--- src/rtl/render_sequencer.sv ---
`default_nettype none
// ============================================================================
//  Module      : render_sequencer
//  Description : Frame-render sequencer. Scans NUM_LAYERS object layers,
//                issues one draw request per item, waits for the frame tick
//                and then requests a buffer-to-VGA present. Disabled or empty
//                layers are skipped, and a tick seen while busy is remembered.
//                Optional lost-tick counter: define RENDER_SEQ_OVERRUN_EN.
//  Revision    : 1.0  initial release
// ============================================================================
module render_sequencer #(
    parameter int NUM_LAYERS = 8,
    parameter int ID_W       = 6,
    parameter int CLK_DIV    = 833333,
    parameter int FRAME_DIV  = 15,
    localparam int c_lid_w   = (NUM_LAYERS > 1) ? $clog2(NUM_LAYERS) : 1
) (
    input  logic                       clock,
    input  logic                       resetn,
    input  logic                       start,
    input  logic                       halt,
    input  logic [NUM_LAYERS-1:0]      layer_en,
    input  logic [NUM_LAYERS*ID_W-1:0] layer_count,
    input  logic                       draw_done,
    input  logic                       present_done,
    output logic                       draw_req,
    output logic [c_lid_w-1:0]         layer_id,
    output logic [ID_W-1:0]            item_id,
    output logic                       last_item,
    output logic                       present_req,
    output logic                       tick,
    output logic                       refresh,
    output logic                       busy,
    output logic [15:0]                frame_count,
    output logic [7:0]                 overrun_count
);

    localparam int c_div_w = (CLK_DIV > 1) ? $clog2(CLK_DIV) : 1;
    localparam int c_ref_w = (FRAME_DIV > 1) ? $clog2(FRAME_DIV) : 1;

    localparam logic [c_div_w-1:0] c_div_last   = c_div_w'(CLK_DIV - 1);
    localparam logic [c_div_w-1:0] c_div_one    = c_div_w'(1);
    localparam logic [c_ref_w-1:0] c_ref_last   = c_ref_w'(FRAME_DIV - 1);
    localparam logic [c_ref_w-1:0] c_ref_one    = c_ref_w'(1);
    localparam logic [c_lid_w-1:0] c_last_layer = c_lid_w'(NUM_LAYERS - 1);
    localparam logic [c_lid_w-1:0] c_lid_one    = c_lid_w'(1);
    localparam logic [ID_W-1:0]    c_item_one   = ID_W'(1);
    localparam logic [ID_W:0]      c_item_inc   = (ID_W+1)'(1);

    typedef enum logic [2:0] {
        S_IDLE      = 3'd0,
        S_SCAN      = 3'd1,
        S_DRAW      = 3'd2,
        S_WAIT_TICK = 3'd3,
        S_PRESENT   = 3'd4
    } state_t;

    state_t               r_state;
    logic [c_lid_w-1:0]   r_layer;
    logic [ID_W-1:0]      r_item;
    logic                 r_draw_req;
    logic                 r_present_req;
    logic                 r_busy;
    logic [15:0]          r_frame;
    logic [c_div_w-1:0]   r_div;
    logic [c_ref_w-1:0]   r_ref;
    logic                 r_pend;

    logic [ID_W-1:0]      w_counts [NUM_LAYERS];
    logic [ID_W-1:0]      w_cur_count;
    logic                 w_cur_en;
    logic [ID_W:0]        w_item_next;
    logic                 w_layer_skip;
    logic                 w_layer_end;
    logic                 w_last_layer;
    logic                 w_tick;
    logic                 w_enter_present;

    // Split the packed count bus into one count per layer
    for (genvar k = 0; k < NUM_LAYERS; k++) begin : g_unpack
        assign w_counts[k] = layer_count[k*ID_W +: ID_W];
    end

    assign w_cur_count  = w_counts[r_layer];
    assign w_cur_en     = layer_en[r_layer];
    assign w_item_next  = {1'b0, r_item} + c_item_inc;
    assign w_layer_skip = ~w_cur_en | (w_cur_count == '0);
    // Counts are live: a count shrunk below the current item still ends the layer
    assign w_layer_end  = (w_item_next >= {1'b0, w_cur_count});
    assign w_last_layer = (r_layer == c_last_layer);
    assign w_tick       = (r_div == c_div_last);
    assign w_enter_present = (r_state == S_WAIT_TICK) & (w_tick | r_pend);

    // Free-running frame tick divider
    always_ff @(posedge clock or negedge resetn) begin
        if (!resetn) begin
            r_div <= '0;
        end else if (w_tick) begin
            r_div <= '0;
        end else begin
            r_div <= r_div + c_div_one;
        end
    end

    // Refresh divider advances once per tick
    always_ff @(posedge clock or negedge resetn) begin
        if (!resetn) begin
            r_ref <= '0;
        end else if (w_tick) begin
            r_ref <= (r_ref == c_ref_last) ? '0 : (r_ref + c_ref_one);
        end
    end

    // Remember a tick until PRESENT is entered; a tick on the entry cycle wins
    always_ff @(posedge clock or negedge resetn) begin
        if (!resetn) begin
            r_pend <= 1'b0;
        end else begin
            r_pend <= w_tick | (r_pend & ~w_enter_present);
        end
    end

    // Sequencer FSM with registered request outputs
    always_ff @(posedge clock or negedge resetn) begin
        if (!resetn) begin
            r_state       <= S_IDLE;
            r_layer       <= '0;
            r_item        <= '0;
            r_draw_req    <= 1'b0;
            r_present_req <= 1'b0;
            r_busy        <= 1'b0;
            r_frame       <= '0;
        end else begin
            case (r_state)
                S_IDLE: begin
                    if (start) begin
                        r_state <= S_SCAN;
                        r_layer <= '0;
                        r_item  <= '0;
                        r_busy  <= 1'b1;
                    end
                end
                S_SCAN: begin
                    if (w_layer_skip) begin
                        if (w_last_layer) begin
                            r_state <= S_WAIT_TICK;
                        end else begin
                            r_layer <= r_layer + c_lid_one;
                        end
                    end else begin
                        r_state    <= S_DRAW;
                        r_draw_req <= 1'b1;
                    end
                end
                S_DRAW: begin
                    if (draw_done) begin
                        if (w_layer_end) begin
                            r_item     <= '0;
                            r_draw_req <= 1'b0;
                            if (w_last_layer) begin
                                r_state <= S_WAIT_TICK;
                            end else begin
                                r_layer <= r_layer + c_lid_one;
                                r_state <= S_SCAN;
                            end
                        end else begin
                            r_item <= r_item + c_item_one;
                        end
                    end
                end
                S_WAIT_TICK: begin
                    if (w_tick | r_pend) begin
                        r_state       <= S_PRESENT;
                        r_present_req <= 1'b1;
                    end
                end
                S_PRESENT: begin
                    if (present_done) begin
                        r_present_req <= 1'b0;
                        r_frame       <= r_frame + 16'd1;
                        r_layer       <= '0;
                        r_item        <= '0;
                        if (halt) begin
                            r_state <= S_IDLE;
                            r_busy  <= 1'b0;
                        end else begin
                            r_state <= S_SCAN;
                        end
                    end
                end
                default: begin
                    r_state       <= S_IDLE;
                    r_layer       <= '0;
                    r_item        <= '0;
                    r_draw_req    <= 1'b0;
                    r_present_req <= 1'b0;
                    r_busy        <= 1'b0;
                end
            endcase
        end
    end

`ifdef RENDER_SEQ_OVERRUN_EN
    logic [7:0] r_overrun;

    // Count ticks lost because one was already pending and not consumed
    always_ff @(posedge clock or negedge resetn) begin
        if (!resetn) begin
            r_overrun <= 8'd0;
        end else if (w_tick && r_pend && !w_enter_present && (r_overrun != 8'hFF)) begin
            r_overrun <= r_overrun + 8'd1;
        end
    end

    assign overrun_count = r_overrun;
`else
    assign overrun_count = 8'd0;
`endif

    assign draw_req    = r_draw_req;
    assign present_req = r_present_req;
    assign busy        = r_busy;
    assign layer_id    = r_layer;
    assign item_id     = r_item;
    assign last_item   = (w_item_next == {1'b0, w_cur_count});
    assign tick        = w_tick;
    assign refresh     = w_tick & (r_ref == c_ref_last);
    assign frame_count = r_frame;

endmodule
`default_nettype wire

--- config.mk ---
export PLATFORM = sky130hd
export DESIGN_NAME = render_sequencer
export DESIGN_NICKNAME = d
export VERILOG_FILES = /design/src/rtl/render_sequencer.sv
export SDC_FILE = /design/constraint.sdc
export NUM_CORES = 1
export LEC_CHECK = 0
export CAP_MARGIN = 10
export CELL_PAD_IN_SITES_DETAIL_PLACEMENT = 0
export CELL_PAD_IN_SITES_GLOBAL_PLACEMENT = 2
export CORE_MARGIN = 3
export CORE_UTILIZATION = 32
export CTS_CLUSTER_DIAMETER = 40
export DETAILED_ROUTE_END_ITERATION = 16
export GPL_TIMING_DRIVEN = 0
export PLACE_DENSITY_LB_ADDON = 0.1
export SYNTH_ARGS = -nofsm -noshare
export SYNTH_HDL_FRONTEND = slang
export SYNTH_SLANG_ARGS = --single-unit
--- constraint.sdc ---
create_clock -name clock -period 5.9 [get_ports clock]
set_input_delay 1.18 -clock clock [delete_from_list [all_inputs] [get_ports clock]]
set_output_delay 1.18 -clock clock [all_outputs]
set_load 0.005 [all_outputs]
* Yosys cells after proc, flatten, opt, wreduce, memory -nomap -nowiden
Index checks and enable logic that the tools add are counted.
Cells by class: add/subtract/negate cells 6, $lt $le $gt $ge 3, equal/unequal tests 17, mux-type cells 40, bitwise gates (word level) 14, reductions and logical operators 13
Operator list (number):
- $mux 3 | 13
- $mux 6 | 6
- $pmux 3 s5 | 2
- $pmux 6 s4 | 1
- $add 20x1->20 const B | 1
- $eq 20x20->1 const B | 1
- $mux 20 | 1
- $bmux 6 s3 | 1
- $add 16x1->16 const B | 1
- $ne 2x2->1 const B | 7
- $reduce_and 4->1 | 3
- $reduce_and 6->1 | 2
- $mux 1 | 10
- $pmux 1 s3 | 3
- $reduce_or 3->1 | 3
- $add 6x1->7 const B | 1
- $eq 7x6->1 | 1
- $ge 7x6->1 | 1
- $not 1->1 | 7
- $add 6x1->6 const B | 1
- $eq 3x2->1 const B | 2
- $eq 3x3->1 const B | 2
- $logic_not 6->1 | 1
- $add 4x1->4 const B | 1
- 17 further kinds | 21
Storage, ports and cells: register bits after elaboration 56, input bits 62, output and inout port bits 39, logic and storage cells 103

* Longest topological paths before layout
word-level depth 8, depth in mapped cells 12, mapped depth without buffers 10

* Worst setup path before layout
OpenSTA, ideal clock, no wires.
kind input port to output port, start point input layer_count[30], end point output last_item, arrival time 2384 ps, data required time 4720 ps, slack 2336 ps, stages 6, buffers on the path 0, cell sequence mux4_2 -> mux2i_1 -> inv_1 -> ha_1 -> nand4_1 -> nor3_1
Between the ends: word-level cells in the longest chain between the ends 4
Ends and longest elaborated chain:
- start, declared | line 23 | input logic [NUM_LAYERS*ID_W-1:0] layer_count,
- $bmux 6 s3 | line 84 | assign w_cur_count = w_counts[r_layer];
- $mux 6 (not written as such) (2 in a row) | line 84
- $eq 7x6->1 | line 225 | assign last_item = (w_item_next == {1'b0, w_cur_count});
- end, declared | line 29 | output logic last_item,
No other way between the ends. The select of a mux whose other input is x is not followed.

* Worst setup path after layout
start point input layer_count[42], end point output last_item
The elaborated chain is that of the path after synthesis.

==> results.py <==
metrics = {
    "run_status": {
        "status": "finished clean",
    },
    "yosys": {
        "syn_area_um2": 3570,
        "seq_area_frac_synth": 0.392,
        "post-synth-top-area-cell": "dfrtp_1",
        "synth-seq-cells": 56,
        "ys_types": 59,
        "synth_top_area_frac": 0.392,
        "synth_area_leaders": "dfrtp_1 (39%), xnor2_1 (5.9%), mux4_2 (5.0%), ha_1 (4.2%), nor2_1 (3.6%)",
        "syn_inst": 343,
        "syn_avg_cell_area_um2": 10.4,
        "async_reset_ff_frac": 1.00,
        "synth_edf_count": 0,
        "ys_warn_count": 0,
        "ys.flop_type": "dfrtp_1",
    },
    "sta": {
        "hold_viol_final": 0,
        "slew_headroom": 0.639,
        "min_period_over_period": 0.803,
        "rsz0062_at_grt": "false",
        "finalSetupTns_ps": 0,
        "tightest_slew_ps": 541,
        "skew_ps": 11.6,
        "setup_violations": 0,
        "slew_violations": 0,
        "layout_min_cycle_time_ps": 4740,
        "fmax_mhz": 211,
    },
    "worst_setup_path": {
        "crit_path_frequent_cell": "clkdlybuf4s50_1",
        "critical_path.max_fanout": 2,
        "r2r_cells": 12,
        "cp.depth": 8,
        "worst-path-buf-inv": 3,
        "max_stage_delay_ps": 550,
        "critPathRequiredTime_ps": 4720,
        "slowest_stage": "clkdlybuf4s50_1",
        "setup.worst_path.class": "in -> out",
        "crit_path_start_kind": "input pin",
        "cp.arrival_ps": 3560,
        "crit_chain": "clkdlybuf4s50_1 -> mux4_2 -> mux2i_1 -> inv_1 -> ha_1 -> nand4_1 -> nor3_1 -> clkdlybuf4s50_1",
        "crit_family": "buffers and inverters",
        "crit_path_end_kind": "primary output",
    },
    "hold_path": {
        "min_path_cells": 2,
        "hold_path_class": "reg -> reg",
    },
    "die": {
        "fp-row-count": 37,
        "die_w_um": 112,
        "io-pin-count": 101,
        "die_h_um": 112,
        "coreArea_um2": 10600,
        "initial_core_util": 0.337,
        "dieArea_um2": 12500,
    },
    "detailed_routing": {
        "via_count": 2904,
        "drt_wl_total_um": 8890,
        "drtIter0Drc": 168,
        "wl_per_cell_um": 15.1,
        "firstDrtPassIters": 4,
        "drc_errors": 0,
        "ant_nets": 0,
        "viasPerCell": 4.95,
    },
    "placement": {
        "place.gp.congestion": 0.738,
        "io_buffer_count": 92,
        "dp_hpwl_um": 7060,
    },
    "clocking": {
        "htreeDepth": 2,
        "max-clock-path-buffers": 2,
        "clock-sinks": 56,
        "clk_pin_slew_ps": 100,
        "cts_buffers": 5,
        "postCtsHoldBufs": 0,
        "clock_latency_ps": 320,
        "post_cts_buffers": 0,
        "cts_tree": "done",
        "ctsRootBufferMaster": "clkbuf_8",
        "ctsResizeCount": 0,
    },
    "final_layout": {
        "multiInputGateArea_um2": 2030,
        "fillers": 1049,
        "diodes": 0,
        "nNetsFinal": 524,
        "final-seq-area_um2": 1400,
        "drive_above_1_share": 0.104,
        "area_growth_pct": 34.3,
    },
    "run": {
        "cap_violations": 0,
    },
    "power": {
        "leakage_nw": 2.00,
        "ir_drop_mv": 0.131,
        "power.total_mw": 1.45,
        "power_density_nw_per_um2": 302,
    },
    "global_route": {
        "grt_overflow": 0,
        "grt_pass1_vias": 2952,
        "grt_util_all_layers": 0.145,
        "grt_max_degree": 36,
        "grt_pass1_wl_um": 15100,
        "antenna_found_initial": 0,
    },
}
[Yosys cell counts, types with 3 or more instances]
cell / count
or2_1: 3
nor2_1: 34
a31oi_1: 3
buf_2: 3
mux2_1: 3
ha_1: 12
nor3_1: 3
o21ai_1: 8
dfrtp_1: 56
mux2i_4: 3
xor2_1: 13
mux4_1: 4
o32ai_1: 3
a22o_1: 5
inv_1: 10
and3_1: 5
or3_1: 4
o21ai_0: 5
buf_4: 8
or4_1: 4
nand3_1: 22
clkbuf_1: 4
a21oi_1: 6
nand4b_1: 3
mux4_2: 8
nand4_1: 10
mux2i_1: 9
xnor2_1: 24
nor2b_1: 5
nand2_1: 30
[layout by cell type, fill, tap and decap left out, types with 4 or more instances in the layout]
| cell type | Yosys | routed |
|---|---|---|
| nor2b_1 | 5 | 5 |
| a22o_1 | 5 | 5 |
| or4_1 | 4 | 4 |
| mux4_1 | 4 | 4 |
| dfrtp_1 | 56 | 56 |
| nand2_1 | 30 | 30 |
| buf_4 | 8 | 8 |
| ha_1 | 12 | 12 |
| mux2i_1 | 9 | 9 |
| xnor2_1 | 24 | 24 |
| clkbuf_8 | 0 | 5 |
| o21ai_1 | 8 | 8 |
| nand4_1 | 10 | 10 |
| nand3_1 | 22 | 22 |
| a21oi_1 | 6 | 6 |
| mux4_2 | 8 | 8 |
| inv_1 | 10 | 10 |
| o21ai_0 | 5 | 5 |
| or3_1 | 4 | 4 |
| buf_2 | 3 | 4 |
| clkdlybuf4s50_1 | 0 | 91 |
| and3_1 | 5 | 5 |
| conb_1 | 1 | 8 |
| nor2_1 | 34 | 34 |
| xor2_1 | 13 | 13 |
| clkbuf_1 | 4 | 4 |
[cells by family after synthesis]
logic type,count (synthesis),synth area share
AO/OA/AOI/OAI,40,0.0743
XOR/XNOR,37,0.0907
adder cells (fa/ha/maj),12,0.0420
buffers and inverters,29,0.0473
flip-flops,56,0.392
multiplexers,29,0.141
other,1,0.00105
AND/OR/NAND/NOR,139,0.211
[layer usage]
layer / part of all wire / vias up / GRT usage
li1: - / 1439 / -
met1: 0.47 / 1398 / 0.206
met2: 0.48 / 61 / 0.237
met3: 0.042 / 6 / 0.0223
met4: 0.0078 / 0 / 0.0268
met5: 0 / - / 0
[metrics by stage]
step	utilization	hold WS (ps)	setup slack [ps]	cells	cell area, um^2
finish	0.452	479	1160	587	4790
global route	0.452	502	1020	587	4790
CTS	0.452	484	1130	587	4790
detailed placement	0.444	461	1130	579	4700
global placement	0.442	452	1130	578	4690
floorplan	-	439	2340	350	3600
[report_power, final]
group	internal, mW	switching (mW)	leakage (nW)
combinational	0.395	0.359	1.20
sequential	0.423	0.0506	0.749
clock	0.0856	0.135	0.0485
[worst min-delay path, cell delays in order, from the launching register on]
cell     delay [ps]
dfrtp_1         350
nand2_1          50
nand2_1          50
[cell type report]
cell class,instances,area share
clock inverters,3,0.00470
repair buffers,93,0.195
flip-flops and latches,56,0.292
plain buffers,18,0.0266
well taps,136,0.0355
clock buffers,5,0.0144
multi-input cells,265,0.423
inverters,11,0.00861
[flip-flops by register name (all words and copies together) (netlist names)]
name         count
draw_req         1
r_ref            4
r_state          3
layer_id         3
present_req      1
busy             1
item_id          6
r_div           20
frame_count     16
r_pend           1
[final timing paths]
| check | start | to | slack, ps |
|---|---|---|---|
| setup / recovery | layer_count[42] | last_item | 1160 |
| hold / removal | r_pend | r_pend | 480 |
| setup reg to reg | layer_id[0] | item_id[0] | 2560 |
| hold reg to reg | r_pend | r_pend | 480 |
| max in group asynchronous | resetn | present_req | 4480 |
| min in group asynchronous | resetn | frame_count[10] | 830 |
No activity file was read; power rests on OpenSTA's default activity.
